### src/rtl/blur_line_ctrl_pkg.sv
`default_nettype none
// blur_line_ctrl_pkg: shared constants, state encoding and ring-pointer helpers
// for the 5x5 blur line-buffer sequencer.  Rev 1.0
package blur_line_ctrl_pkg;
  localparam int LINE_W_DEF  = 640;
  localparam int FRAME_H_DEF = 480;
  localparam int NBUF        = 5;
  localparam int CNT_W       = 10;
  localparam int PTR_W       = 3;

  typedef enum logic [1:0] {
    IDLE   = 2'd0,
    FILL   = 2'd1,
    STREAM = 2'd2
  } state_t;

  localparam logic [NBUF-1:0][NBUF-1:0] WE_ONEHOT = {
    5'b10000, 5'b01000, 5'b00100, 5'b00010, 5'b00001
  };

  function automatic logic [PTR_W-1:0] ptr_inc(input logic [PTR_W-1:0] p);
    return (p == PTR_W'(NBUF - 1)) ? '0 : p + 1'b1;
  endfunction
endpackage
`default_nettype wire

### src/rtl/blur_pos_counter.sv
`default_nettype none
// blur_pos_counter: column/row position of the pixel being accepted, with
// line-end and frame-end strobes.  Rev 1.0
module blur_pos_counter
  import blur_line_ctrl_pkg::*;
#(
  parameter int LINE_W  = LINE_W_DEF,
  parameter int FRAME_H = FRAME_H_DEF
) (
  input  logic             clk,
  input  logic             reset_n,
  input  logic             i_adv,
  input  logic             i_clr,
  output logic [CNT_W-1:0] o_col,
  output logic [CNT_W-1:0] o_row,
  output logic             o_line_end,
  output logic             o_frame_end
);
  logic [CNT_W-1:0] r_col;
  logic [CNT_W-1:0] r_row;

  // A restarting pixel is itself (0,0), so the clear acts on the current position.
  assign o_col       = i_clr ? '0 : r_col;
  assign o_row       = i_clr ? '0 : r_row;
  assign o_line_end  = (o_col == CNT_W'(LINE_W - 1));
  assign o_frame_end = o_line_end && (o_row == CNT_W'(FRAME_H - 1));

  always_ff @(posedge clk or negedge reset_n) begin
    if (!reset_n) begin
      r_col <= '0;
      r_row <= '0;
    end else if (i_adv) begin
      if (o_line_end) begin
        r_col <= '0;
        r_row <= o_frame_end ? '0 : o_row + 1'b1;
      end else begin
        r_col <= o_col + 1'b1;
        r_row <= o_row;
      end
    end
  end
endmodule
`default_nettype wire

### src/rtl/blur_line_ctrl.sv
`default_nettype none
// blur_line_ctrl: pixel-stream sequencer driving the five-row buffer ring of a
// 5x5 blur kernel (write/read enables, oldest-row index, window valid).  Rev 1.0
module blur_line_ctrl
  import blur_line_ctrl_pkg::*;
#(
  parameter int LINE_W  = LINE_W_DEF,
  parameter int FRAME_H = FRAME_H_DEF
) (
  input  logic             clk,
  input  logic             reset_n,
  input  logic             frame_start,
  input  logic             pix_valid,
  input  logic [7:0]       pix_data,
  output logic [7:0]       buf_data,
  output logic [NBUF-1:0]  buf_write_en,
  output logic             buf_read_en,
  output logic [PTR_W-1:0] row_sel,
  output logic             win_valid,
  output logic [CNT_W-1:0] col,
  output logic [CNT_W-1:0] row,
  output logic             busy
);
  state_t           r_state;
  state_t           w_state_nxt;
  logic             w_accept;
  logic             w_restart;
  logic             w_read;
  logic             w_line_end;
  logic             w_frame_end;
  logic [CNT_W-1:0] w_col;
  logic [CNT_W-1:0] w_row;
  logic [PTR_W-1:0] r_wr_ptr;
  logic [PTR_W-1:0] w_ptr;

  assign w_accept  = pix_valid & ((r_state != IDLE) | frame_start);
  assign w_restart = w_accept & frame_start;
  assign w_ptr     = w_restart ? '0 : r_wr_ptr;

  blur_pos_counter #(
    .LINE_W  (LINE_W),
    .FRAME_H (FRAME_H)
  ) u_pos (
    .clk         (clk),
    .reset_n     (reset_n),
    .i_adv       (w_accept),
    .i_clr       (w_restart),
    .o_col       (w_col),
    .o_row       (w_row),
    .o_line_end  (w_line_end),
    .o_frame_end (w_frame_end)
  );

  always_ff @(posedge clk or negedge reset_n) begin
    if (!reset_n) r_state <= IDLE;
    else          r_state <= w_state_nxt;
  end

  always_comb begin
    w_state_nxt = r_state;
    w_read      = 1'b0;
    if (w_restart) begin
      w_state_nxt = FILL;
    end else if (w_accept) begin
      case (r_state)
        FILL:    if (w_line_end && (w_row == CNT_W'(3))) w_state_nxt = STREAM;
        STREAM: begin
          w_read = 1'b1;
          if (w_frame_end) w_state_nxt = IDLE;
        end
        default: w_state_nxt = r_state;
      endcase
    end
  end

  // Strobes clear on idle cycles; position and oldest-row index hold.
  always_ff @(posedge clk or negedge reset_n) begin
    if (!reset_n) begin
      r_wr_ptr     <= '0;
      buf_data     <= '0;
      buf_write_en <= '0;
      buf_read_en  <= 1'b0;
      win_valid    <= 1'b0;
      row_sel      <= '0;
      col          <= '0;
      row          <= '0;
      busy         <= 1'b0;
    end else begin
      busy         <= (w_state_nxt != IDLE);
      buf_write_en <= '0;
      buf_read_en  <= 1'b0;
      win_valid    <= 1'b0;
      if (w_accept) begin
        buf_data     <= pix_data;
        buf_write_en <= WE_ONEHOT[w_ptr];
        buf_read_en  <= w_read;
        win_valid    <= w_read && (w_col >= CNT_W'(4));
        row_sel      <= ptr_inc(w_ptr);
        col          <= w_col;
        row          <= w_row;
        r_wr_ptr     <= w_line_end ? ptr_inc(w_ptr) : w_ptr;
      end
    end
  end
endmodule
`default_nettype wire

### config.mk
export PLATFORM = sky130hd
export DESIGN_NAME = blur_line_ctrl
export DESIGN_NICKNAME = d
export VERILOG_FILES = /design/src/rtl/blur_line_ctrl_pkg.sv /design/src/rtl/blur_pos_counter.sv /design/src/rtl/blur_line_ctrl.sv
export SDC_FILE = /design/constraint.sdc
export NUM_CORES = 1
export LEC_CHECK = 0
export CAP_MARGIN = 10
export CORE_MARGIN = 2
export CORE_UTILIZATION = 53
export DETAILED_ROUTE_END_ITERATION = 8
export GPL_TIMING_DRIVEN = 0
export MAX_ROUTING_LAYER = met4
export PLACE_DENSITY = 0.89
export REMOVE_ABC_BUFFERS = 1
export SLEW_MARGIN = 20
export SYNTH_ARGS = -nofsm -noshare
export SYNTH_HDL_FRONTEND = slang
export SYNTH_HIERARCHICAL = 1
export SYNTH_SLANG_ARGS = --single-unit
### constraint.sdc
create_clock -name clk -period 2.9 [get_ports clk]
set_input_delay 0.58 -clock clk [delete_from_list [all_inputs] [get_ports clk]]
set_output_delay 0.58 -clock clk [all_outputs]
set_load 0.01 [all_outputs]
Yosys cells after proc, flatten, opt, wreduce, memory -nomap -nowiden
Memories as Yosys holds them, arrays and structs flattened.
Cells that the tools add are included.
- add/subtract/negate cells: 3
- order comparisons: 2
- equal/unequal tests: 6
- mux-type cells: 20
- bitwise operators: 3
- reduce and logical (&&, ||, !) cells: 5
- operator list (cell ; number):
    $mux W10 ; 5
    $add A10 B1 Y10 const B ; 2
    $eq A10 B10 Y1 const B ; 1
    $eq A10 B2 Y1 const B ; 1
    $eq A10 B9 Y1 const B ; 1
    $ge A10 B3 Y1 const B ; 1
    $mux W5 ; 2
    $mux W3 ; 3
    $mux W2 ; 4
    $mux W1 ; 5
    $lt A3 B4 Y1 const B ; 1
    $pmux W2 S2 ; 1
    $reduce_bool A2 Y1 ; 2
    $add A3 B1 Y3 const B ; 1
    $eq A3 B3 Y1 const B ; 1
    $logic_and A1 B1 Y1 ; 3
    $and A1 B1 Y1 ; 2
    $eq A2 B1 Y1 const B ; 1
    $eq A2 B2 Y1 const B ; 1
    $or A1 B1 Y1 ; 1
- bits in registers: 64
- memory bits (read-only): 40
- bits of input ports: 12
- word-level logic and storage cells: 52
- memories kept: 1
- memory list (memory ; words ; bits a word ; read ports ; clocked after Yosys merged registers in ; wr ports ; line ; RTL):
    (name not given) ; 8 ; 5 ; 1 ; 0 ; 0 ; blur_line_ctrl.sv:95 ; buf_write_en <= WE_ONEHOT[w_ptr];

Longest topological paths before layout
- depth after elaboration: 12
- gate-level depth with buffers: 13
- depth with buffers taken out: 10

Hierarchy
Netlist, hierarchy kept.
- modules (own cells, without submodules) (module ; times used ; cells an instance ; area each (um2) ; sequential area each (um2)):
    blur_line_ctrl ; 1 ; 197 ; 1835.5 ; 1101.1
    blur_pos_counter ; 1 ; 151 ; 1287.5 ; 500.5

Least setup slack after synthesis
OpenSTA, ideal clock, no wires.
- kind: input to register
- start point: input frame_start
- end point: register r_state[1]
- library setup time: 78 ps
- arrival time: 3367 ps
- data required time: 2822 ps
- path slack: -544 ps
- cell stages on the path: 13
- buffers on the path: 3
- path through: nand2_1 > inv_1 > clkbuf_1 > clkbuf_1 > nor2b_1 > ha_1 > nand3_2 > nor4_2 > buf_2 > and4b_1 > nand3_1 > or4_1 > a21oi_1
- word-level cells in the longest chain between the ends: 10
- elaborated cells between the ends (all ways): 15
- classes of those cells: 3 x eq/ne; 7 x mux; 3 x bitwise; 2 x reduce/logical
- ends and longest elaborated chain (what ; line ; RTL):
    from (decl) ; blur_line_ctrl.sv:12 ; input logic frame_start,
    $or A1 B1 Y1 ; blur_line_ctrl.sv:36 ; assign w_accept = pix_valid & ((r_state != IDLE) | frame_start);
    $and A1 B1 Y1 ; blur_line_ctrl.sv:36 ;
    $and A1 B1 Y1 * ; blur_line_ctrl.sv:37 ; assign w_restart = w_accept & frame_start;
    named net w_restart ; blur_line_ctrl.sv:27 ; logic w_restart;
    $mux W10 * ; blur_pos_counter.sv:23 ; assign o_col = i_clr ? '0 : r_col;
    named net w_col[1] ; blur_line_ctrl.sv:31 ; logic [CNT_W-1:0] w_col;
    $eq A10 B10 Y1 * ; blur_pos_counter.sv:25 ; assign o_line_end = (o_col == CNT_W'(LINE_W - 1));
    named net w_line_end ; blur_line_ctrl.sv:29 ; logic w_line_end;
    $logic_and A1 B1 Y1, on equally long branches ; blur_pos_counter.sv:26, blur_line_ctrl.sv:66 ;
    $mux W2, on equally long branches ; blur_line_ctrl.sv:69, blur_line_ctrl.sv:66 ;
    $pmux W2 S2 * ; blur_line_ctrl.sv:65 ; case (r_state)
    $mux W2 * ; blur_line_ctrl.sv:64 ; end else if (w_accept) begin
    $mux W2 * ; blur_line_ctrl.sv:62 ; if (w_restart) begin
    named net w_state_nxt[1] ; blur_line_ctrl.sv:25 ; state_t w_state_nxt;
    to (signal assigned) ; blur_line_ctrl.sv:56 ; else r_state <= w_state_nxt;
    to (decl) ; blur_line_ctrl.sv:24 ; state_t r_state;
Mark *: on every way through the listed nets, which the timed path passes. The rest lies on a longest branch.
A chain may end at the register's enable or synchronous reset.

Worst setup path after layout
- start point: input frame_start
- end point: register busy
- word-level cells in the longest chain between the ends: 11
- elaborated cells between the ends (all ways): 16
- classes of those cells: 3 x eq/ne; 7 x mux; 3 x bitwise; 3 x reduce/logical
- ends and longest elaborated chain (what ; line ; RTL):
    $or A1 B1 Y1 ; blur_line_ctrl.sv:36 ;
    $and A1 B1 Y1 ; blur_line_ctrl.sv:36 ;
    $and A1 B1 Y1 * ; blur_line_ctrl.sv:37 ;
    named net w_restart ; blur_line_ctrl.sv:27 ;
    $mux W10, on equally long branches ; blur_pos_counter.sv:23, blur_pos_counter.sv:24 ;
    $eq A10 B10 Y1 / $eq A10 B9 Y1 (equally long branches) ; blur_pos_counter.sv:25, blur_pos_counter.sv:26 ;
    $logic_and A1 B1 Y1 * ; blur_pos_counter.sv:26 ; assign o_frame_end = o_line_end && (o_row == CNT_W'(FRAME_H - 1));
    named net w_frame_end ; blur_line_ctrl.sv:30 ; logic w_frame_end;
    $mux W2 * ; blur_line_ctrl.sv:69 ; if (w_frame_end) w_state_nxt = IDLE;
    $pmux W2 S2 * ; blur_line_ctrl.sv:65 ;
    $mux W2 * ; blur_line_ctrl.sv:64 ;
    $mux W2 * ; blur_line_ctrl.sv:62 ;
    $reduce_bool A2 Y1 * ; blur_line_ctrl.sv:89 ; busy <= (w_state_nxt != IDLE);
    to (signal assigned) ; blur_line_ctrl.sv:89 ;
    to (decl) ; blur_line_ctrl.sv:22 ; output logic busy
Marks and branches as above.

==> metrics.log <==
[metrics] Mapped Avg Cell Area: approximately 9 µm²
[metrics] Crit path required time: around 3.1 ns
[metrics] path category of the worst min-delay check: in2async
[metrics] Starting DRT DRC Count: between 150 and 200
[metrics] die footprint: 6520 µm²
[metrics] library cell used as clock root buffer: clkbuf_8
[metrics] fraction of final layout cells with drive strength greater than 1: 0.119
[metrics] vias in the first global route: approximately 2,600
[metrics] H-tree depth: 3
[metrics] DRC viols: 0
[metrics] combined area of the multi-input logic cells: roughly 1500 µm²
[metrics] max-cap violations: 0
[metrics] Final #Nets: 430
[metrics] arrival time at the worst endpoint: just over 3 ns
[metrics] R2R cell count: 9
[metrics] Die Span Y: a little over 80 µm
[metrics] initial antenna violation count: 0
[metrics] Antenna Diode Count: 0
[metrics] total wire length: approximately 7500 µm
[metrics] share of the synthesized area in the top cell type: 0.513
[metrics] IO Count: 51
[metrics] site row count: 27
[metrics] Clk pin slew, worst setup/hold paths: around 0.070 ns
[metrics] register-to-register setup slack: 0.37 ns
[metrics] total global routing track utilization: 0.250
[metrics] Post-Route Hold Slack: around 0.12 ns
[metrics] Area growth syn-to-layout: 29.6%
[metrics] clock insertion delay at the later pin of the skew report: 0.33 ns
[metrics] first-pass GRT wire length: 12,100 µm
[metrics] part of the Yosys area used for sequential elements: 0.513
[metrics] hold violation total from the final report: 0
[metrics] # clock sinks: 64
[metrics] post-route antenna net violation count: 0
[metrics] number of buffers between clock root and the deepest sink: 2
[metrics] unrepaired setup endpoints after global routing: no
[metrics] vias after detailed routing: about 2,800
[metrics] post-synthesis async set-or-reset flop share: 1.00
[metrics] synthesized netlist cell count: 348
[metrics] number of storage elements in the synthesis netlist: 64
[metrics] number of endpoints failing setup at the final stage: 0
[metrics] top cell type by total area after synthesis: dfrtp_1
[metrics] Reg-to-Reg Start: r_state[0]$_DFF_PN0_
[metrics] outcome: finished, final reports clean
[metrics] first drt pass iteration count: 5
[metrics] placer congestion estimate: roughly 0.88
[metrics] Max Clock Skew: 0.00545 ns
[metrics] count of yosys warnings during synthesis: 6
[metrics] Max FO, Critical Path: 10
[metrics] min cycle time layout: around 2.8 ns
[metrics] FF/Latch Area: approximately 1600 µm²
[metrics] number of enable-type register cells in the synthesized netlist: 0
[metrics] distinct cell type count of the synthesized netlist: 47
[metrics] Congestion Overflow GR: 0
[metrics] area of the core: between 5000 and 6000 µm²
[metrics] HPWL after detailed placement: 4500 µm
[metrics] Final Slew Violations: 0
[metrics] synth top area cells: dfrtp_1, nand2_1, ha_1, nor2b_1, inv_1
[metrics] clock buffers created by TritonCTS: 9
[metrics] critical register-to-register path endpoint: u_pos/r_col[5]$_DFFE_PN0P_
[metrics] number of filler instances in the final layout: 392
[metrics] kind of critical path: in2reg
[metrics] post-synthesis instance area: between 3000 and 4000 µm²
[metrics] CTS tree: done
[metrics] input/output buffers: 50
[metrics] post-route core utilization: 0.722
[metrics] Horiz. Die Dim: 80.8 µm
[metrics] actual transition at the worst max-transition pin: about 0.67 ns
[metrics] vias per cell: roughly 5.7
[metrics] Max Freq: 354 MHz
[metrics] endpoint class of the critical path: flop
[metrics] power density over the cells: 535 nW/µm²
[metrics] maximum number of pins on one net before global-route repair: 53
[metrics] leading register cell type out of synthesis: dfrtp_1
[metrics] nature of the critical path startpoint: input port
[metrics] Peak VDD IR: around 0.41 mV
[metrics] detailed-route wire length per cell: 15.5 µm
[metrics] Rel. slew slack: 0.551
[metrics] part of the cycle the worst path needs: 0.975
[metrics] leakage dissipation: between 0.0015 and 0.002 µW
[metrics] initial core utilization: 0.557
[through the flow]
stage | TNS [ns] | instance area (µm²) | setup slack [ns] | instances | power [µW]
after detailed placement | -26.31 | 3690 | -1.72 | 458 | 1410
after global placement | -83.56 | 3660 | -2.19 | 456 | 1390
after CTS | 0 | 3990 | 0.0243 | 482 | 2150
final | 0 | 4050 | 0.0734 | 485 | 2160
after global routing | 0 | 4050 | 0.00333 | 485 | 2280
after floorplan | -5.48 | 3070 | -0.769 | 334 | 1230
[final cells by class]
class                           instances  share of cell area
Sequential cell                        64               0.396
Multi-Input combinational cell        251               0.366
Timing Repair Buffer                   62               0.149
Clock buffer                           12              0.0334
Tap cell                               72              0.0222
Inverter                               19              0.0216
Clock inverter                          4              0.0111
Timing Repair inverter                  1             0.00124
[state kept, by name, summed over array words and instances (netlist names)]
name,count
buf_write_en,5
row_sel,3
buf_data,8
r_state,2
win_valid,1
r_wr_ptr,3
col,10
u_pos/r_col,10
busy,1
buf_read_en,1
u_pos/r_row,10
row,10
[critical path, stage by stage]
cell	delay [ns]
dlygate4sd2_1	0.29
nand2_4	0.10
clkinvlp_4	0.21
buf_6	0.21
nand3b_1	0.23
buf_4	0.20
nor4_4	0.43
and2_1	0.25
o2111ai_1	0.17
a21oi_1	0.23
nand4_1	0.11
[Yosys cell counts (2+ instances only)]
| library cell | count |
|---|---|
| nor2_1 | 15 |
| dfrtp_1 | 64 |
| nand2_2 | 2 |
| a21o_1 | 2 |
| or4_1 | 3 |
| mux2i_1 | 4 |
| clkbuf_1 | 9 |
| and3_1 | 6 |
| nand3_1 | 12 |
| nor4b_1 | 2 |
| nand2b_1 | 3 |
| a32o_1 | 3 |
| or3_1 | 2 |
| a21oi_1 | 10 |
| inv_2 | 2 |
| o2bb2ai_1 | 4 |
| nor2b_1 | 13 |
| o21ai_1 | 6 |
| o32ai_1 | 2 |
| nor3_1 | 6 |
| o21ai_0 | 3 |
| inv_1 | 17 |
| nand2_1 | 110 |
| o211ai_1 | 2 |
| nand4_1 | 6 |
| nor4_2 | 2 |
| nand3b_1 | 3 |
| ha_1 | 10 |
| buf_2 | 4 |
| nor4_1 | 4 |
[layout by cell type (no fill, tap or decap), types with 3 or more instances in the layout]
cell type and n:
a21oi_1 10, a32o_1 3, and3_1 6, buf_4 10, clkbuf_1 3, clkbuf_8 9, clkdlybuf4s50_1 47, clkinv_2 3
dfrtp_1 64, ha_1 9, inv_1 16, mux2i_1 4, nand2_1 109, nand3_1 10, nand3b_1 3, nand4_1 6
nor2_1 15, nor2b_1 10, nor3_1 6, nor4_1 4, o21ai_1 7, o2bb2ai_1 4
[report_power, final]
part | total, µW | switching [µW] | internal (µW) | leakage [µW]
Sequential | 1040 | 73.0 | 971 | 0.000821
Clock | 724 | 330 | 394 | 0.0000941
Combinational | 396 | 216 | 181 | 0.00105
[routing by layer]
layer | GRT usage | wire (µm) | vias to the layer above
li1 | - | - | 1298
met1 | 0.314 | 3170 | 1331
met2 | 0.396 | 3690 | 117
met3 | 0.0444 | 512 | 17
met4 | 0.117 | 156 | 0
met5 | - | 0 | -
[repair_timing]
item	in CTS	in global routing
cloned	1	0
hold endpoints to repair	0	0
pin swaps	3	1
hold buffers	0	0
gates resized for setup	15	13
buffers inserted	7	3
setup endpoints to repair	25	8
[worst max-delay path by stage]
stage | from | to | depth (start not counted)
2_1_floorplan | frame_start | r_state[1]$_DFF_PN0_ | 10
3_3_place_gp | pix_valid | r_state[1]$_DFF_PN0_ | 11
3_5_place_dp | pix_valid | r_state[1]$_DFF_PN0_ | 12
4_1_cts | pix_valid | busy$_DFF_PN0_ | 12
5_1_grt | frame_start | busy$_DFF_PN0_ | 12
6_report | frame_start | busy$_DFF_PN0_ | 11
[cells by family after synthesis]
family                   count (synthesis)  share of synthesized area
AO/OA/AOI/OAI                           41                     0.0893
adder cells (fa/ha/maj)                 10                     0.0401
buffers and inverters                   33                     0.0413
flip-flops                              64                      0.513
multiplexers                             4                     0.0128
AND/OR/NAND/NOR                        196                      0.304
No activity file was read; power rests on OpenSTA's default activity.
